### src/rtl/cic_comp_pkg.sv
// Shared constants, coefficients and state type for the CIC droop-compensation FIR.
package cic_comp_pkg;

  localparam int COEF_W = 12;
  localparam int ACC_W  = 28;
  localparam int FRAC   = 10;

  // Symmetric half of the 9-tap impulse response, scaled by 2^FRAC.
  localparam logic signed [COEF_W-1:0] H0 = COEF_W'(-12);
  localparam logic signed [COEF_W-1:0] H1 = COEF_W'(34);
  localparam logic signed [COEF_W-1:0] H2 = COEF_W'(-86);
  localparam logic signed [COEF_W-1:0] H3 = COEF_W'(204);
  localparam logic signed [COEF_W-1:0] H4 = COEF_W'(768);

  typedef enum logic {
    IDLE = 1'b0,
    MAC  = 1'b1
  } state_e;

  // Coefficient used at MAC step k; step 4 is the centre tap.
  function automatic logic signed [COEF_W-1:0] coef_at(input logic [2:0] k);
    case (k)
      3'd0:    coef_at = H0;
      3'd1:    coef_at = H1;
      3'd2:    coef_at = H2;
      3'd3:    coef_at = H3;
      default: coef_at = H4;
    endcase
  endfunction

endpackage

### src/rtl/cic_comp_fir_mac.sv
// Pre-add / multiply / accumulate unit with a rounding output stage.
// rnd_o is the rounded, shifted value of acc + (a + b) * coef, valid in the
// same cycle the final step is presented.
module cic_comp_fir_mac
  import cic_comp_pkg::*;
#(
  parameter int DIN_W  = 13,
  parameter int DOUT_W = 14
) (
  input  logic                     clk,
  input  logic                     rst,
  input  logic                     clr_i,
  input  logic                     en_i,
  input  logic signed [DIN_W-1:0]  a_i,
  input  logic signed [DIN_W-1:0]  b_i,
  input  logic signed [COEF_W-1:0] coef_i,
  output logic signed [DOUT_W-1:0] rnd_o
);

  localparam int PRE_W  = DIN_W + 1;
  localparam int PROD_W = PRE_W + COEF_W;
  localparam logic signed [ACC_W-1:0] RND = ACC_W'(1 << (FRAC - 1));

  logic signed [PRE_W-1:0]  a_ext, b_ext, pre;
  logic signed [PROD_W-1:0] prod;
  logic signed [ACC_W-1:0]  prod_ext, sum, rnd_sum;
  logic signed [ACC_W-1:0]  acc_q, acc_d;

  // Datapath: symmetric pre-add, multiply, accumulate, round half up.
  always_comb begin
    a_ext    = {a_i[DIN_W-1], a_i};
    b_ext    = {b_i[DIN_W-1], b_i};
    pre      = a_ext + b_ext;
    prod     = pre * coef_i;
    prod_ext = {{(ACC_W-PROD_W){prod[PROD_W-1]}}, prod};
    sum      = acc_q + prod_ext;
    rnd_sum  = sum + RND;
    rnd_o    = DOUT_W'(rnd_sum >>> FRAC);
    acc_d    = acc_q;
    if (clr_i) begin
      acc_d = '0;
    end else if (en_i) begin
      acc_d = sum;
    end
  end

  // Accumulator register; clear wins over enable so a new sample restarts cleanly.
  always_ff @(posedge clk or posedge rst) begin
    if (rst) acc_q <= '0;
    else     acc_q <= acc_d;
  end

endmodule

### src/rtl/cic_comp_fir.sv
// 9-tap symmetric FIR compensating the droop of a decimate-by-5 CIC.
// One input sample every 5 clocks; a single MAC walks taps k = 0..4.
// Handshake: din_vld_i is a one-clock pulse, accepted only in IDLE or on the
// final MAC step; any other pulse is dropped and raises sticky ovf_o.
// dout_vld_o is a one-clock pulse; dout_o holds between pulses.
module cic_comp_fir
  import cic_comp_pkg::*;
#(
  parameter int DIN_W  = 13,
  parameter int DOUT_W = 14
) (
  input  logic                     clk,
  input  logic                     rst,
  input  logic                     din_vld_i,
  input  logic signed [DIN_W-1:0]  din_i,
  output logic                     dout_vld_o,
  output logic signed [DOUT_W-1:0] dout_o,
  output logic                     ovf_o,
  output state_e                   dbg_state_o
);

  state_e                    state_q, state_d;
  logic [2:0]                k_q, k_d;
  logic signed [DIN_W-1:0]   x_q [0:8];
  logic                      ovf_q, ovf_d;
  logic                      dout_vld_q, dout_vld_d;
  logic signed [DOUT_W-1:0]  dout_q, dout_d;
  logic                      last, accept, mac_en;
  logic signed [DIN_W-1:0]   op_a, op_b;
  logic signed [COEF_W-1:0]  coef;
  logic signed [DOUT_W-1:0]  rnd;

  // Next-state, acceptance, overrun and output-register logic.
  always_comb begin
    last       = (state_q == MAC) && (k_q == 3'd4);
    accept     = din_vld_i && ((state_q == IDLE) || last);
    mac_en     = (state_q == MAC) && !last;
    state_d    = state_q;
    k_d        = k_q;
    if (accept) begin
      state_d = MAC;
      k_d     = 3'd0;
    end else if (state_q == MAC) begin
      if (last) state_d = IDLE;
      else      k_d     = k_q + 3'd1;
    end
    ovf_d      = ovf_q | (din_vld_i && (state_q == MAC) && !last);
    dout_vld_d = last;
    dout_d     = last ? rnd : dout_q;
  end

  // Tap pair selection for the current step; the centre tap has no partner.
  always_comb begin
    op_a = x_q[4];
    op_b = '0;
    case (k_q)
      3'd0:    begin op_a = x_q[0]; op_b = x_q[8]; end
      3'd1:    begin op_a = x_q[1]; op_b = x_q[7]; end
      3'd2:    begin op_a = x_q[2]; op_b = x_q[6]; end
      3'd3:    begin op_a = x_q[3]; op_b = x_q[5]; end
      default: begin op_a = x_q[4]; op_b = '0;     end
    endcase
    coef = coef_at(k_q);
  end

  // FSM, step counter, sticky overrun and output registers.
  always_ff @(posedge clk or posedge rst) begin
    if (rst) begin
      state_q    <= IDLE;
      k_q        <= 3'd0;
      ovf_q      <= 1'b0;
      dout_vld_q <= 1'b0;
      dout_q     <= '0;
    end else begin
      state_q    <= state_d;
      k_q        <= k_d;
      ovf_q      <= ovf_d;
      dout_vld_q <= dout_vld_d;
      dout_q     <= dout_d;
    end
  end

  // Delay line shifts only on an accepted sample; dropped samples leave it intact.
  always_ff @(posedge clk or posedge rst) begin
    if (rst) begin
      for (int i = 0; i < 9; i++) x_q[i] <= '0;
    end else if (accept) begin
      x_q[0] <= din_i;
      for (int i = 1; i < 9; i++) x_q[i] <= x_q[i-1];
    end
  end

  cic_comp_fir_mac #(
    .DIN_W  (DIN_W),
    .DOUT_W (DOUT_W)
  ) u_mac (
    .clk    (clk),
    .rst    (rst),
    .clr_i  (accept),
    .en_i   (mac_en),
    .a_i    (op_a),
    .b_i    (op_b),
    .coef_i (coef),
    .rnd_o  (rnd)
  );

  assign dout_vld_o  = dout_vld_q;
  assign dout_o      = dout_q;
  assign ovf_o       = ovf_q;
  assign dbg_state_o = state_q;

endmodule

### config.mk
export PLATFORM = sky130hd
export DESIGN_NAME = cic_comp_fir
export DESIGN_NICKNAME = d
export VERILOG_FILES = /design/src/rtl/cic_comp_pkg.sv /design/src/rtl/cic_comp_fir_mac.sv /design/src/rtl/cic_comp_fir.sv
export SDC_FILE = /design/constraint.sdc
export NUM_CORES = 1
export LEC_CHECK = 0
export CORE_UTILIZATION = 60
export CTS_CLUSTER_SIZE = 10
export DETAILED_ROUTE_END_ITERATION = 7
export PLACE_DENSITY = 0.8
export SLEW_MARGIN = 5
export SYNTH_ARGS = -nofsm -noshare
export SYNTH_HDL_FRONTEND = slang
export SYNTH_SLANG_ARGS = --single-unit
export TNS_END_PERCENT = 30
### constraint.sdc
create_clock -name clk -period 26 [get_ports clk]
set_input_delay 5.2 -clock clk [delete_from_list [all_inputs] [get_ports clk]]
set_output_delay 5.2 -clock clk [all_outputs]
set_load 0.05 [all_outputs]
# After elaboration in Yosys (flattened, before gate mapping)
# Cells that the tools add are included.
# word_totals
register_bits,165
latchBits,0
ramBits,0
mem_bits_ro,0
in_bits,16
output_inout_bits,17
elab_cells,49
n_memories,0
# op_classes
n_addsub,4
mul,1
div,0
magnitude_cmp,0
n_eq_ne,5
shift,0
mux,11
n_bitwise,2
n_reduce_logical,11
# op_table
cell,n
case mux 13 bit (4 select lines),2
two-way mux 28 bit,2
case mux 12 bit (4 select lines),1
adder 28 x 26 -> 28 bit,1
multiplier 14 x 12 -> 26 bit,1
adder 24 x 11 -> 24 bit (second input constant),1
adder 13 x 13 -> 14 bit,1
two-way mux 3 bit,3
equality test 3 x 2 -> 1 bit (second input constant),2
logical AND 1 bit,5
nonzero test 2 bit,2
adder 3 x 1 -> 3 bit (second input constant),1
equality test 3 x 1 -> 1 bit (second input constant),1
equality test 3 bit (second input constant),1
zero test 3 bit,1
two-way mux 1 bit,3
inequality test 2 x 1 -> 1 bit (second input constant),1
AND reduction 2 bit,1
zero test 1 bit,1
logical OR 1 bit,1
NOT 1 bit,1
OR 1 bit,1

# Longest topological paths before layout
# depth
ltp_word,7
ltp_mapped,39
ltp_nobuf,37

# Cells and area by module
# A second synthesis with hierarchy kept.
# hier_totals
hier_cells,1322
hier_area_um2,14430.1
# by_module_without_submodules
module,n_inst,cells_per_inst,area_per_inst_um2,seq_area_each_um2
cic_comp_fir_mac,1,883,8379.3,600.6
cic_comp_fir,1,439,6050.8,3428.3

# Least setup slack after synthesis
# OpenSTA, ideal clock, no wires.
# synth_timing
path_kind,register -> register
start,register k_q[0]
end,register dout_q[13] (netlist: dout_o[13])
setup_ns,0.079
arrival_ns,8.985
required_time_ns,25.921
slack_ns,16.936
stages_incl_launch_ff,35
n_path_buf,3
period_less_slack_ns,9.064
path_cell_list,dfrtp_1 > inv_1 > ha_1 > nor2b_1 > clkbuf_1 > nor2_1 > nand2_1 > clkbuf_1 > a31oi_1 > ha_1 > fa_1 > a211oi_1 > nor2_1 > o221a_2 > o21ai_0 > xnor2_1 > nand2_1 > fa_1 > fa_1 > inv_1 > fa_1 > fa_1 > fa_1 > ha_1 > ha_1 > clkbuf_1 > o211a_1 > a221o_1 > or4b_1 > o211ai_2 > nand3b_2 > nor4_4 > nand3_1 > xor2_1 > o21ai_1
# synth_via
elab_chain_len,6
elab_cells_between_ends,13
classes_between,3 x add/sub; 1 x mul; 4 x eq/ne; 3 x mux; 2 x reduce/logical
# synth_rtl
item,line,source
start: declaration,cic_comp_fir.sv:23,"logic [2:0] k_q, k_d;"
start signal: assignment,cic_comp_fir.sv:76,k_q <= k_d;
equality test 3 x 2 -> 1 bit (tied with other cells),"cic_comp_pkg.sv:22, cic_comp_fir.sv:56",
case mux 13 bit (4 select lines),cic_comp_fir.sv:56,case (k_q)
adder 13 x 13 -> 14 bit,cic_comp_fir_mac.sv:33,pre = a_ext + b_ext;
multiplier 14 x 12 -> 26 bit,cic_comp_fir_mac.sv:34,prod = pre * coef_i;
adder 28 x 26 -> 28 bit,cic_comp_fir_mac.sv:36,sum = acc_q + prod_ext;
adder 24 x 11 -> 24 bit,cic_comp_fir_mac.sv:37,rnd_sum = sum + RND;
end signal: assignment,cic_comp_fir.sv:79,dout_q <= dout_d;
end: declaration,cic_comp_fir.sv:27,"logic signed [DOUT_W-1:0] dout_q, dout_d;"
# Parallel ways exist; a longest one is shown, timed or not.
# A chain may end at the register's enable or synchronous reset.

# Worst setup path after layout
# layout_timing
start,register k_q[0]
end,register dout_q[12] (netlist: dout_o[12])
# Same word-level chain as after synthesis.

==> flow_metrics.tcl <==
set metrics [dict create \
    status "finished clean" \
    crit_type "flip-flop to flip-flop" \
    cts_hold_buf 0 \
    start_util_pct 62.0 \
    timing.setup.tns_ps 0 \
    routed_wl_um 30000 \
    fp.dieArea_mm2 0.0235 \
    synth-edff-count 0 \
    cts_buffers 17 \
    max_freq_mhz 88.7 \
    required_ps 26340 \
    syn_area_mm2 0.0137 \
    synth.avg_cell_area_um2 10.4 \
    hpwl_um 22200 \
    timing.critical_path.mode_cell "fa_1" \
    synth_ff_type "dfrtp_1" \
    startpoint_type "flip-flop" \
    grt_start_max_net_pins 98 \
    grt_pass1_wl_um 51000 \
    use_met1_pct 37.4 \
    antenna_found_initial 0 \
    port_buffers 32 \
    syn_inst 1326 \
    cts_setup_buffers 0 \
    seq_area_frac_synth_pct 29.2 \
    viasPerCell 5.92 \
    cts_resized 0 \
    drive_above_1_share_pct 13.6 \
    htree_levels 4 \
    relSlewSlack_pct 20.3 \
    clockBufferDepth 2 \
    maxSlewViolCount 0 \
    rows 54 \
    gr-usage-met2_pct 45.4 \
    clk_latency_ps 450 \
    crit_path_end_kind "flip-flop" \
    drv_cap 0 \
    fin_nets 1601 \
    vias 9653 \
    fp.dieW_um 153 \
    top_usage_layer "met2" \
    fin_skew_ps 12.3 \
    grt_use_total_pct 27.7 \
    r2r_cells 33 \
    firstDrtPassIters 6 \
    synth_cell_type_count 60 \
    post-route-drc-count 0 \
    hold_viol 0 \
    syn_to_final_growth_pct 8.92 \
    synth_nets 1590 \
    cts_sinks 160 \
    globalplace.congestion 0.913 \
    min_path_cells 1 \
    fin_crit_sh_pct 43.3 \
    arrival_ps 11610 \
    drt_first_iter_violations 792 \
    io_pins 33 \
    ant_nets 0 \
    place_area_mm2 0.0143 \
    final_common_cell "inv_1" \
    grt_overflow 0 \
    post-route-min-period_ps 11270 \
    ys_seq_elements 160 \
    worst_path_max_delay_cell "nand2_1" \
    hold_path.class "flip-flop to flip-flop" \
    worst_pin_slew_ps 1190 \
    core_mm2 0.0222 \
    grtUsageMet3_pct 5.78 \
    cpPeakStageDelay_ps 810 \
    die_y_um 153 \
    fin_util_pct 67.5 \
    cts_tree "done" \
    wl_per_cell_um 18.4 \
    n_antenna_cell 0 \
    async_flop_share_pct 100 \
    crit_fanout 32 \
    yosys_warnings 0 \
    path_clk_slew_ps 80 \
    stdcell_area_mm2 0.0150 \
    first_global_vias 10200 \
    rsz0062_at_grt "false" \
    setup_viol 0 \
    layout_common_cells "193 x inv_1, 160 x dfrtp_1, 148 x fa_1, 121 x nand2_1, 118 x mux2_2" \
    cts-root-buf "clkbuf_16" \
]
-- worst max-delay path, delay by kind of cell (launching register included) --
family	cells	cell delay [ps]
flip-flops	1	410
buffers and inverters	3	400
AND/OR/NAND/NOR	9	3070
adder cells (fa/ha/maj)	10	4510
XOR/XNOR	3	680
AO/OA/AOI/OAI	8	2050
-- layout make-up --
cell class	count	area, um^2
clock buffers	17	425
clock inverters	15	220
fillers	1725	7210
inverters	195	737
multi-input cells	922	8830
flip-flops and latches	160	4000
well taps	280	350
repair buffers	41	388
-- registers in the layout, indices dropped and copies added, names as in the netlist --
signal	count
dbg_state_o	1
dout_o	14
dout_vld_o	1
k_q	3
ovf_o	1
u_mac.acc_q	23
x_q	117
-- logic make-up (layout without fill, tap and decap cells) --
| kind of cell | after synthesis | after routing | share of synthesized area (%) |
|---|---|---|---|
| fa+ha+maj | 248 | 248 | 30.7 |
| mux | 118 | 118 | 9.68 |
| compound gates | 212 | 212 | 10.5 |
| xor+xnor | 57 | 57 | 3.64 |
| simple gates | 287 | 287 | 9.65 |
| flops | 160 | 160 | 29.2 |
| buf+inv | 244 | 268 | 6.67 |
-- synth_stat cells, types with 3 or more instances --
cell type	count	area share [%]
a2111oi_0	3	0.19
a211o_1	4	0.26
a211oi_1	8	0.44
a21o_1	8	0.44
a21oi_1	26	0.95
a22oi_1	52	2.8
a31oi_1	15	0.68
and2_1	10	0.46
buf_1	4	0.11
clkbuf_1	45	1.2
dfrtp_1	160	29
fa_1	148	22
ha_1	100	9.1
inv_1	194	5.3
mux2_2	118	9.7
nand2_1	122	3.3
nand2b_1	11	0.50
nand3_1	9	0.33
nand3b_1	8	0.44
nor2_1	80	2.2
nor2b_1	10	0.46
nor3_1	6	0.22
o2111a_1	3	0.25
o211ai_1	6	0.33
o21a_1	7	0.38
o21ai_0	47	1.7
o31ai_1	11	0.60
or2_2	10	0.46
or3_1	8	0.36
xnor2_1	36	2.3
xor2_1	21	1.3
-- routing by layer --
layer	wire length (um)	vias up	part of all wire [%]
met1	12700	4857	42
met3	1790	66	6.0
met4	673	0	2.2
li1	-	4438	-
met5	0	-	0
met2	14900	292	49
-- path summary, 6_finish.rpt --
| path | start | endpoint | slack, ps |
|---|---|---|---|
| setup reg to reg | k_q[0] | dout_o[12] | 14730 |
| hold / removal | ovf_o | ovf_o | 460 |
| hold reg to reg | ovf_o | ovf_o | 460 |
| max in group asynchronous | rst | x_q[116] | 19180 |
| setup / recovery | k_q[0] | dout_o[12] | 14730 |
| min in group asynchronous | rst | u_mac.acc_q[22] | 5250 |
-- stage by stage --
step | instances | setup slack, ps | hold WS [ps]
CTS | 1630 | 14810 | 464
detailed placement | 1598 | 14860 | 444
global placement | 1598 | 15220 | 438
global route | 1630 | 13810 | 491
floorplan | 1326 | 16480 | 456
finish | 1630 | 14730 | 457
Power is not shown: default switching activity piles up to over one toggle a cycle in this logic, so the estimate is an artifact.
